$ cat config.mk
export PLATFORM = sky130hd
export DESIGN_NAME = button_event_unit
export DESIGN_NICKNAME = d
export VERILOG_FILES = /design/src/rtl/button_event_pkg.sv /design/src/rtl/btn_debouncer.sv /design/src/rtl/button_event_unit.sv
export SDC_FILE = /design/constraint.sdc
export NUM_CORES = 1
export LEC_CHECK = 0
export ABC_AREA = 1
export CAP_MARGIN = 20
export CORE_MARGIN = 2
export CORE_UTILIZATION = 30
export CTS_BUF_LIST = sky130_fd_sc_hd__clkbuf_2
export CTS_CLUSTER_SIZE = 24
export DETAILED_ROUTE_END_ITERATION = 8
export GPL_TIMING_DRIVEN = 1
export SKIP_CTS_REPAIR_TIMING = 1
export SYNTH_ARGS = -nofsm -noshare
export SYNTH_HDL_FRONTEND = slang
export SYNTH_SLANG_ARGS = --single-unit
export TNS_END_PERCENT = 1
$ cat constraint.sdc
create_clock -name clk -period 2.5 [get_ports clk]
set_clock_uncertainty 0.15 [all_clocks]
set_input_delay 0.5 -clock clk [delete_from_list [all_inputs] [get_ports clk]]
set_output_delay 0.5 -clock clk [all_outputs]
set_load 0.02 [all_outputs]
$ cat src/rtl/button_event_pkg.sv
// button_event_pkg: register offsets, event/STATUS field positions and event word builder
package button_event_pkg;
   localparam logic [1:0] REG_STATUS = 2'd0;
   localparam logic [1:0] REG_EVENT = 2'd1;
   localparam int EV_VALID = 31;
   localparam int EV_EDGE = 8;
   localparam int EV_IDX_MSB = 7;
   localparam int ST_COUNT_LSB = 16;
   localparam int ST_OVF = 24;
   localparam int ST_EMPTY = 25;
   typedef enum logic {EDGE_RELEASE = 1'b0, EDGE_PRESS = 1'b1} edge_e;
   function automatic logic [31:0] ev_word(input logic press, input logic [7:0] idx);
      logic [31:0] w;
      w = '0;
      w[EV_VALID] = 1'b1;
      w[EV_EDGE] = press;
      w[EV_IDX_MSB:0] = idx;
      return w;
   endfunction
endpackage

$ cat src/rtl/btn_debouncer.sv
// btn_debouncer: 2-flop synchroniser, hold-time debounce and one-cycle edge pulse for one button
module btn_debouncer
   import button_event_pkg::*;
#(
   parameter int DEBOUNCE_CYCLES = 65536
) (
   input  logic  clk,
   input  logic  reset,
   input  logic  btn_n,
   output logic  stable,
   output logic  edge_pulse,
   output edge_e edge_type
);
   localparam int CW = $clog2(DEBOUNCE_CYCLES);
   logic [1:0] sync;
   logic [CW-1:0] cnt;
   logic pressed;
   assign pressed = ~sync[1];
   always_ff @(posedge clk or negedge reset) begin
      if (!reset) begin
         sync <= 2'b11;
         stable <= 1'b0;
         cnt <= '0;
         edge_pulse <= 1'b0;
         edge_type <= EDGE_RELEASE;
      end else begin
         sync <= {sync[0], btn_n};
         edge_pulse <= 1'b0;
         if (pressed == stable) cnt <= '0;
         else if (cnt == CW'(DEBOUNCE_CYCLES - 1)) begin
            cnt <= '0;
            stable <= pressed;
            edge_pulse <= 1'b1;
            edge_type <= edge_e'(pressed);
         end else cnt <= cnt + CW'(1);
      end
   end
endmodule

$ cat src/rtl/button_event_unit.sv
// button_event_unit: debounced buttons -> press/release event FIFO with STATUS/EVENT bus registers
module button_event_unit
   import button_event_pkg::*;
#(
   parameter int NUM_BTNS = 2,
   parameter int DEBOUNCE_CYCLES = 65536,
   parameter int FIFO_DEPTH = 8
) (
   input  logic                clk,
   input  logic                reset,
   input  logic [NUM_BTNS-1:0] btn_n,
   input  logic                ren,
   input  logic [31:0]         address,
   output logic [31:0]         data_out,
   output logic                irq
);
   localparam int AW = $clog2(FIFO_DEPTH);
   localparam int CW = AW + 1;
   logic [NUM_BTNS-1:0] stable, pulse, etype, pending, ptype, grant;
   logic [7:0] sel_idx;
   logic sel_type, push, pop, do_push, empty, full, rd_status, rd_event, ovf, ovf_nxt;
   logic [8:0] mem [FIFO_DEPTH];
   logic [AW-1:0] wr_ptr, rd_ptr;
   logic [CW-1:0] count, cnt_nxt;
   logic [31:0] status, rdata;
   logic addr_unused;
   assign addr_unused = ^{address[31:4], address[1:0]};
   for (genvar b = 0; b < NUM_BTNS; b++) begin : g_btn
      btn_debouncer #(.DEBOUNCE_CYCLES(DEBOUNCE_CYCLES)) u_deb (
         .clk(clk),
         .reset(reset),
         .btn_n(btn_n[b]),
         .stable(stable[b]),
         .edge_pulse(pulse[b]),
         .edge_type(etype[b])
      );
   end
   // descending scan so the lowest pending index wins
   always_comb begin
      grant = '0;
      sel_idx = '0;
      sel_type = 1'b0;
      for (int i = NUM_BTNS - 1; i >= 0; i--) begin
         if (pending[i]) begin
            grant = '0;
            grant[i] = 1'b1;
            sel_idx = 8'(i);
            sel_type = ptype[i];
         end
      end
   end
   assign push = |pending;
   assign rd_status = ren && address[3:2] == REG_STATUS;
   assign rd_event = ren && address[3:2] == REG_EVENT;
   assign empty = count == '0;
   assign full = count == CW'(FIFO_DEPTH);
   assign pop = rd_event && !empty;
   assign do_push = push && (!full || pop);
   assign cnt_nxt = count + CW'(do_push) - CW'(pop);
   assign ovf_nxt = (push && full && !pop) || (ovf && !rd_status);
   always_comb begin
      status = '0;
      status[NUM_BTNS-1:0] = stable;
      status[ST_COUNT_LSB +: 5] = 5'(count);
      status[ST_OVF] = ovf;
      status[ST_EMPTY] = empty;
      rdata = rd_status ? status : (rd_event && !empty) ? ev_word(mem[rd_ptr][8], mem[rd_ptr][7:0]) : '0;
   end
   always_ff @(posedge clk) begin
      if (do_push) mem[wr_ptr] <= {sel_type, sel_idx};
   end
   always_ff @(posedge clk or negedge reset) begin
      if (!reset) begin
         pending <= '0;
         ptype <= '0;
         wr_ptr <= '0;
         rd_ptr <= '0;
         count <= '0;
         ovf <= 1'b0;
         data_out <= '0;
         irq <= 1'b0;
      end else begin
         pending <= (pending & ~grant) | pulse;
         ptype <= (ptype & ~pulse) | (etype & pulse);
         if (do_push) wr_ptr <= wr_ptr + AW'(1);
         if (pop) rd_ptr <= rd_ptr + AW'(1);
         count <= cnt_nxt;
         ovf <= ovf_nxt;
         if (ren) data_out <= rdata;
         irq <= (cnt_nxt != '0) | ovf_nxt;
      end
   end
endmodule

---- Word level (Yosys, flattened, before mapping) ----
Memory sizes are Yosys's and may differ from the RTL's.
Index checks and enable logic that the tools add are counted.
operators by class
  reduce and logical (&&, ||, !) cells .... 19
  mux-type cells .......................... 18
  equal/unequal tests ..................... 6
  $add $sub $neg .......................... 6
  bitwise operators ....................... 12
operator list
  kind                   count
  $mux 16                4
  $mux 32                2
  $add 16x1->16 const B  2
  $eq 16x16->1 const B   2
  $mux 1                 9
  $mux 8                 1
  $logic_and 1x1->1      7
  $add 3x1->3 const B    2
  $and 2x2->2            3
  $add 4x1->4            1
  $eq 4x4->1 const B     1
  $logic_not 1->1        4
  $logic_not 4->1        1
  $mux 2                 2
  $not 1->1              4
  $not 2->2              2
  $or 2x2->2             2
  $reduce_and 2->1       2
  $reduce_bool 4->1      1
  $sub 4x1->4            1
  $eq 1x1->1             2
  $eq 2x1->1 const B     1
  $logic_not 2->1        1
  $logic_or 1x1->1       2
  2 further kinds        2
storage, ports and cells
  logic and storage cells ................. 78
  RAM bits ................................ 72
  memories kept ........................... 1
  input port bits ......................... 37
  output and inout port bits .............. 33
  flip-flop bits (word level) ............. 88
memory list
  name  words  width  read ports  clocked after Yosys merged registers in  wr ports  line                     source
  mem   8      9      1           0                                        1         button_event_unit.sv:22  logic [8:0] mem [FIFO_DEPTH];

---- Logic depth before layout (Yosys ltp) ----
  depth after elaboration ................. 9
  gate-level depth with buffers ........... 15
  mapped depth without buffers ............ 15

---- Modules after synthesis ----
Synthesis repeated with hierarchy kept, for this count alone.
unflattened totals
  cells, all modules ...................... 466
  area, all modules ....................... 4,167.7 um2
by module, submodules not included
  module             area an instance (um2)  cells an instance  sequential area each (um2)  times used
  button_event_unit  2,085.8                 212                1,131.1                     1
  btn_debouncer      1,041.0                 127                503.0                       2

---- Worst setup path before layout ----
No wires, ideal clock.
  path kind ............................... input to register
  start ................................... input port ren
  end ..................................... register irq
  setup slack ............................. 140 ps
  data required time ...................... 2,227 ps
  data arrival time ....................... 2,087 ps
  library setup time ...................... 123 ps
  path buffers ............................ 0
  stages .................................. 14
  path through ............................ inv_1 -> nor2_1 -> nand3_4 -> nor2_1 -> inv_1 -> nand2_1 -> ha_1 -> inv_1 -> fa_1 -> inv_1 -> nor2_1 -> nand2_1 -> nor2_1 -> nand2_1
on the way
  cells in the longest elaborated chain, start to end .. 8
  elaborated cells on any way between the ends .. 14
  classes of those cells .................. add/sub (2); bitwise (1); reduce/logical (11)
ends and longest elaborated chain
  what                   line                     source
  start, declared        button_event_unit.sv:12  input logic ren,
  $logic_and 1x1->1 (*)  button_event_unit.sv:54  assign rd_event = ren && address[3:2] == REG_EVENT;
  $logic_and 1x1->1 (*)  button_event_unit.sv:57  assign pop = rd_event && !empty;
  $logic_or 1x1->1       button_event_unit.sv:58  assign do_push = push && (!full || pop);
  $logic_and 1x1->1      button_event_unit.sv:58
  $add 4x1->4            button_event_unit.sv:59  assign cnt_nxt = count + CW'(do_push) - CW'(pop);
  $sub 4x1->4 (*)        button_event_unit.sv:59
  via cnt_nxt[1]         button_event_unit.sv:24  logic [CW-1:0] count, cnt_nxt;
  $reduce_bool 4->1 (*)  button_event_unit.sv:90  irq <= (cnt_nxt != '0) | ovf_nxt;
  $or 1x1->1 (*)         button_event_unit.sv:90
  end signal, assigned   button_event_unit.sv:90
  end, declared          button_event_unit.sv:15  output logic irq
The timed path passes the listed nets; every way through them passes the cells marked *.
A chain may end at the register's enable or synchronous reset.

---- Worst setup path after layout ----
  start ................................... register count[2]
  end ..................................... register irq
on the way
  cells in the longest elaborated chain, start to end .. 9
  elaborated cells on any way between the ends .. 15
  classes of those cells .................. add/sub (2); eq/ne (1); bitwise (1); reduce/logical (11)
ends and longest elaborated chain
  what                    line                     source
  start, declared         button_event_unit.sv:24
  start signal, assigned  button_event_unit.sv:87  count <= cnt_nxt;
  $logic_not 4->1         button_event_unit.sv:55  assign empty = count == '0;
  $logic_not 1->1         button_event_unit.sv:57
  $logic_and 1x1->1       button_event_unit.sv:57
  $logic_or 1x1->1        button_event_unit.sv:58
  $logic_and 1x1->1       button_event_unit.sv:58
  $add 4x1->4             button_event_unit.sv:59
  $sub 4x1->4 (*)         button_event_unit.sv:59
  via cnt_nxt[1]          button_event_unit.sv:24
  $reduce_bool 4->1 (*)   button_event_unit.sv:90
  $or 1x1->1 (*)          button_event_unit.sv:90
Marks and branches as above.

==> flow_summary.toml <==
[route]
detail-route-antenna-nets = 0
drc = 0
wl_um = 7459
wl_per_cell_um = 10.64
drt_iter0_drc = 126
via_per_inst = 4.312
vias = 3023
dr.pass1.iters = 5

[power_and_ir_drop]
p_seq_frac = 0.493
irDropWorstVdd_v = 0.0002350
p_total_mw = 3.148
p_clk_frac = 0.254
p_int_mw = 2.146
leakagePower_nw = 2.106
switching_power_mw = 1.002
p_comb_frac = 0.253
p_per_area_mw_per_mm2 = 663.0
power.share.switching = 0.3182

[worst_hold_path]
hold_class = "reg -> reg"

[global_route]
antenna_found_initial = 0
grt_pass1_wl_um = 13220
grt_max_degree = 67
grtUsageMet1 = 0.1444
use_met2 = 0.1791
overflow = 0
groute.layer.met3.usage = 0.01826
grt_pass1_vias = 2942
busiest_layer = "met2"
track_usage = 0.1095

[synth]
synth_top_area_share = 0.3726
yosysSeqAreaShare = 0.5132
synthArstFlopShare = 0.8049
synth_area_leader_cell = "dfrtp_1"
synthTopCellsByArea = "dfrtp_1 (37%), edfxtp_1 (12%), nand2_1 (8.0%), nor2_1 (6.9%), inv_1 (5.2%)"
post-synth-top-count-cell = "nand2_1"
syn_inst = 478
synth_common_cells = "nand2_1 (89), nor2_1 (76), dfrtp_1 (62)"
synth-edff-count = 16
ys_ff_latch = 82
yosysUniqueCellTypes = 34
syn_area_per_cell_um2 = 8.711
ys.flop_type = "dfrtp_1"
ys_warn_count = 0
synthesis.area_mm2 = 0.004164

[setup_path]
cp-start-kind = "flop"
end_kind = "flop"
crit_fanout = 4
critical_path_arrival_ps = 2630
worst-endpoint-required_ps = 2770
critPathKind = "reg -> reg"

[floorplanning]
io_pins = 70
die_area_mm2 = 0.01484
core_area_mm2 = 0.01372
die_y_um = 121.8
initial_core_util = 0.3035
die_x_um = 121.8
rows = 43

[clocking]
cts_buffers = 9
clock_sinks = 82
htreeDepth = 3
insertion_delay_ps = 520
cts_root_buffer = "clkbuf_2"
cts.path.max_buffers = 2
cts_tree = "yes"
clkTransAtPathRegs_ps = 240

[cells_and_area]
layout-drive-gt1-share = 0.1267
final_util = 0.3461
nNetsFinal = 563
fillers = 1418
diodes = 0
area_growth_pct = 14.03

[timing]
relSlewSlack = 0.4575
min_period_ps = 2363
tightest_slew_ps = 805.2
hold_viol = 0
finalSetupViolCount = 0
timing.final.crit_share = 0.9453
fmax_mhz = 423.2
slew_viol_final = 0
hold_slack_ps = 205.3
setup-tns-final_ps = 0

[flow_run]
cap_viol_max_count = 0

[status]
status = "complete, no violations"

[placement]
port_buffers = 17
gp_congestion = 0.8270
post-dp-hpwl_um = 5405
per-stage QoR:
stage	std cells	setup WS (ps)	instance area, um2
after floorplan	499	140.5	4243
final	701	136.8	4748
after global placement	679	-376.9	4527
after CTS	695	-5.663	4666
after detailed placement	679	-491.4	4527
after global routing	701	-30.38	4748
kinds of logic after synthesis:
group,synth area share
xor gates and xnor gates,0.04598
and+or+nand+nor,0.2617
adders and majority gates,0.03185
other,0.0009006
AOI/OAI and AO/OA,0.04838
buffers and inverters,0.09796
DFF,0.5132
final cells by class:
type	instances	area (um2)	share of cell area
Multi-Input combinational cell	332	1728	0.3639
Clock buffer	9	45.04	0.009486
Tap cell	180	225.2	0.04743
Clock inverter	7	93.84	0.01976
Sequential cell	82	2138	0.4503
Timing Repair Buffer	32	296.5	0.06245
Inverter	59	221.5	0.04664
power groups by stage:
stage	combinational [mW]	sequential, mW	clock, mW
2_1_floorplan	0.500	1.58	0
3_3_place_gp	0.698	1.57	0
3_5_place_dp	0.721	1.57	0
4_1_cts	0.725	1.55	0.826
5_1_grt	0.894	1.57	0.893
6_report	0.798	1.55	0.799
layout by cell type (no fill, tap or decap), drive strengths merged, types with 9 or more instances in the layout:
cell           Yosys  final
nand2             97     97
edfxtp            16     16
buf               25     15
clkbuf             1      9
nand3             43     43
nor2              80     80
ha                 9      9
dfrtp             62     62
conb               1     22
nor3              19     19
inv               59     59
o21ai             22     22
clkdlybuf4s50      0     16
xor2              14     14
critical path, stage by stage, from the launching register on:
cell     delay [ps]
dfrtp_1         430
inv_2           100
ha_4            140
nand2_2          60
nand3_4         110
buf_6           110
nand2_1          40
nand2_1          70
ha_2            170
inv_1            50
fa_1            480
inv_1            50
nor2_1          100
nand2_1          70
nor2_1           90
nand2_1          50
flip-flops by register name (all words and copies together), names as in the netlist, 2 cells and up, named ones only:
| signal | flops |
|---|---|
| g_btn.u_deb.cnt | 32 |
| g_btn.u_deb.sync | 4 |
| rd_ptr | 3 |
| count | 4 |
| data_out | 10 |
| g_btn.u_deb.edge_pulse | 2 |
| mem | 16 |
| wr_ptr | 3 |
| pending | 2 |
routing by layer:
| layer | vias to the layer above | part of all wire | wire (um) |
|---|---|---|---|
| li1 | 1559 | - | - |
| met1 | 1393 | 0.48 | 3569 |
| met2 | 59 | 0.47 | 3472 |
| met3 | 12 | 0.040 | 295 |
| met4 | 0 | 0.016 | 122 |
| met5 | - | 0 | 0 |
worst paths after layout:
kind | endpoint | slack, ps | startpoint | cells after the start
min in group asynchronous | data_out[17] | 320 | reset | 3
worst min-delay path | g_btn[1].u_deb.sync[1] | 210 | g_btn[1].u_deb.sync[0] | 0
worst max register to register | irq | 140 | count[2] | 15
worst min register to register | g_btn[1].u_deb.sync[1] | 210 | g_btn[1].u_deb.sync[0] | 0
worst max-delay path | irq | 140 | count[2] | 15
max in group asynchronous | g_btn[1].u_deb.sync[0] | 1530 | reset | 3
No activity file was read; power rests on OpenSTA's default activity.
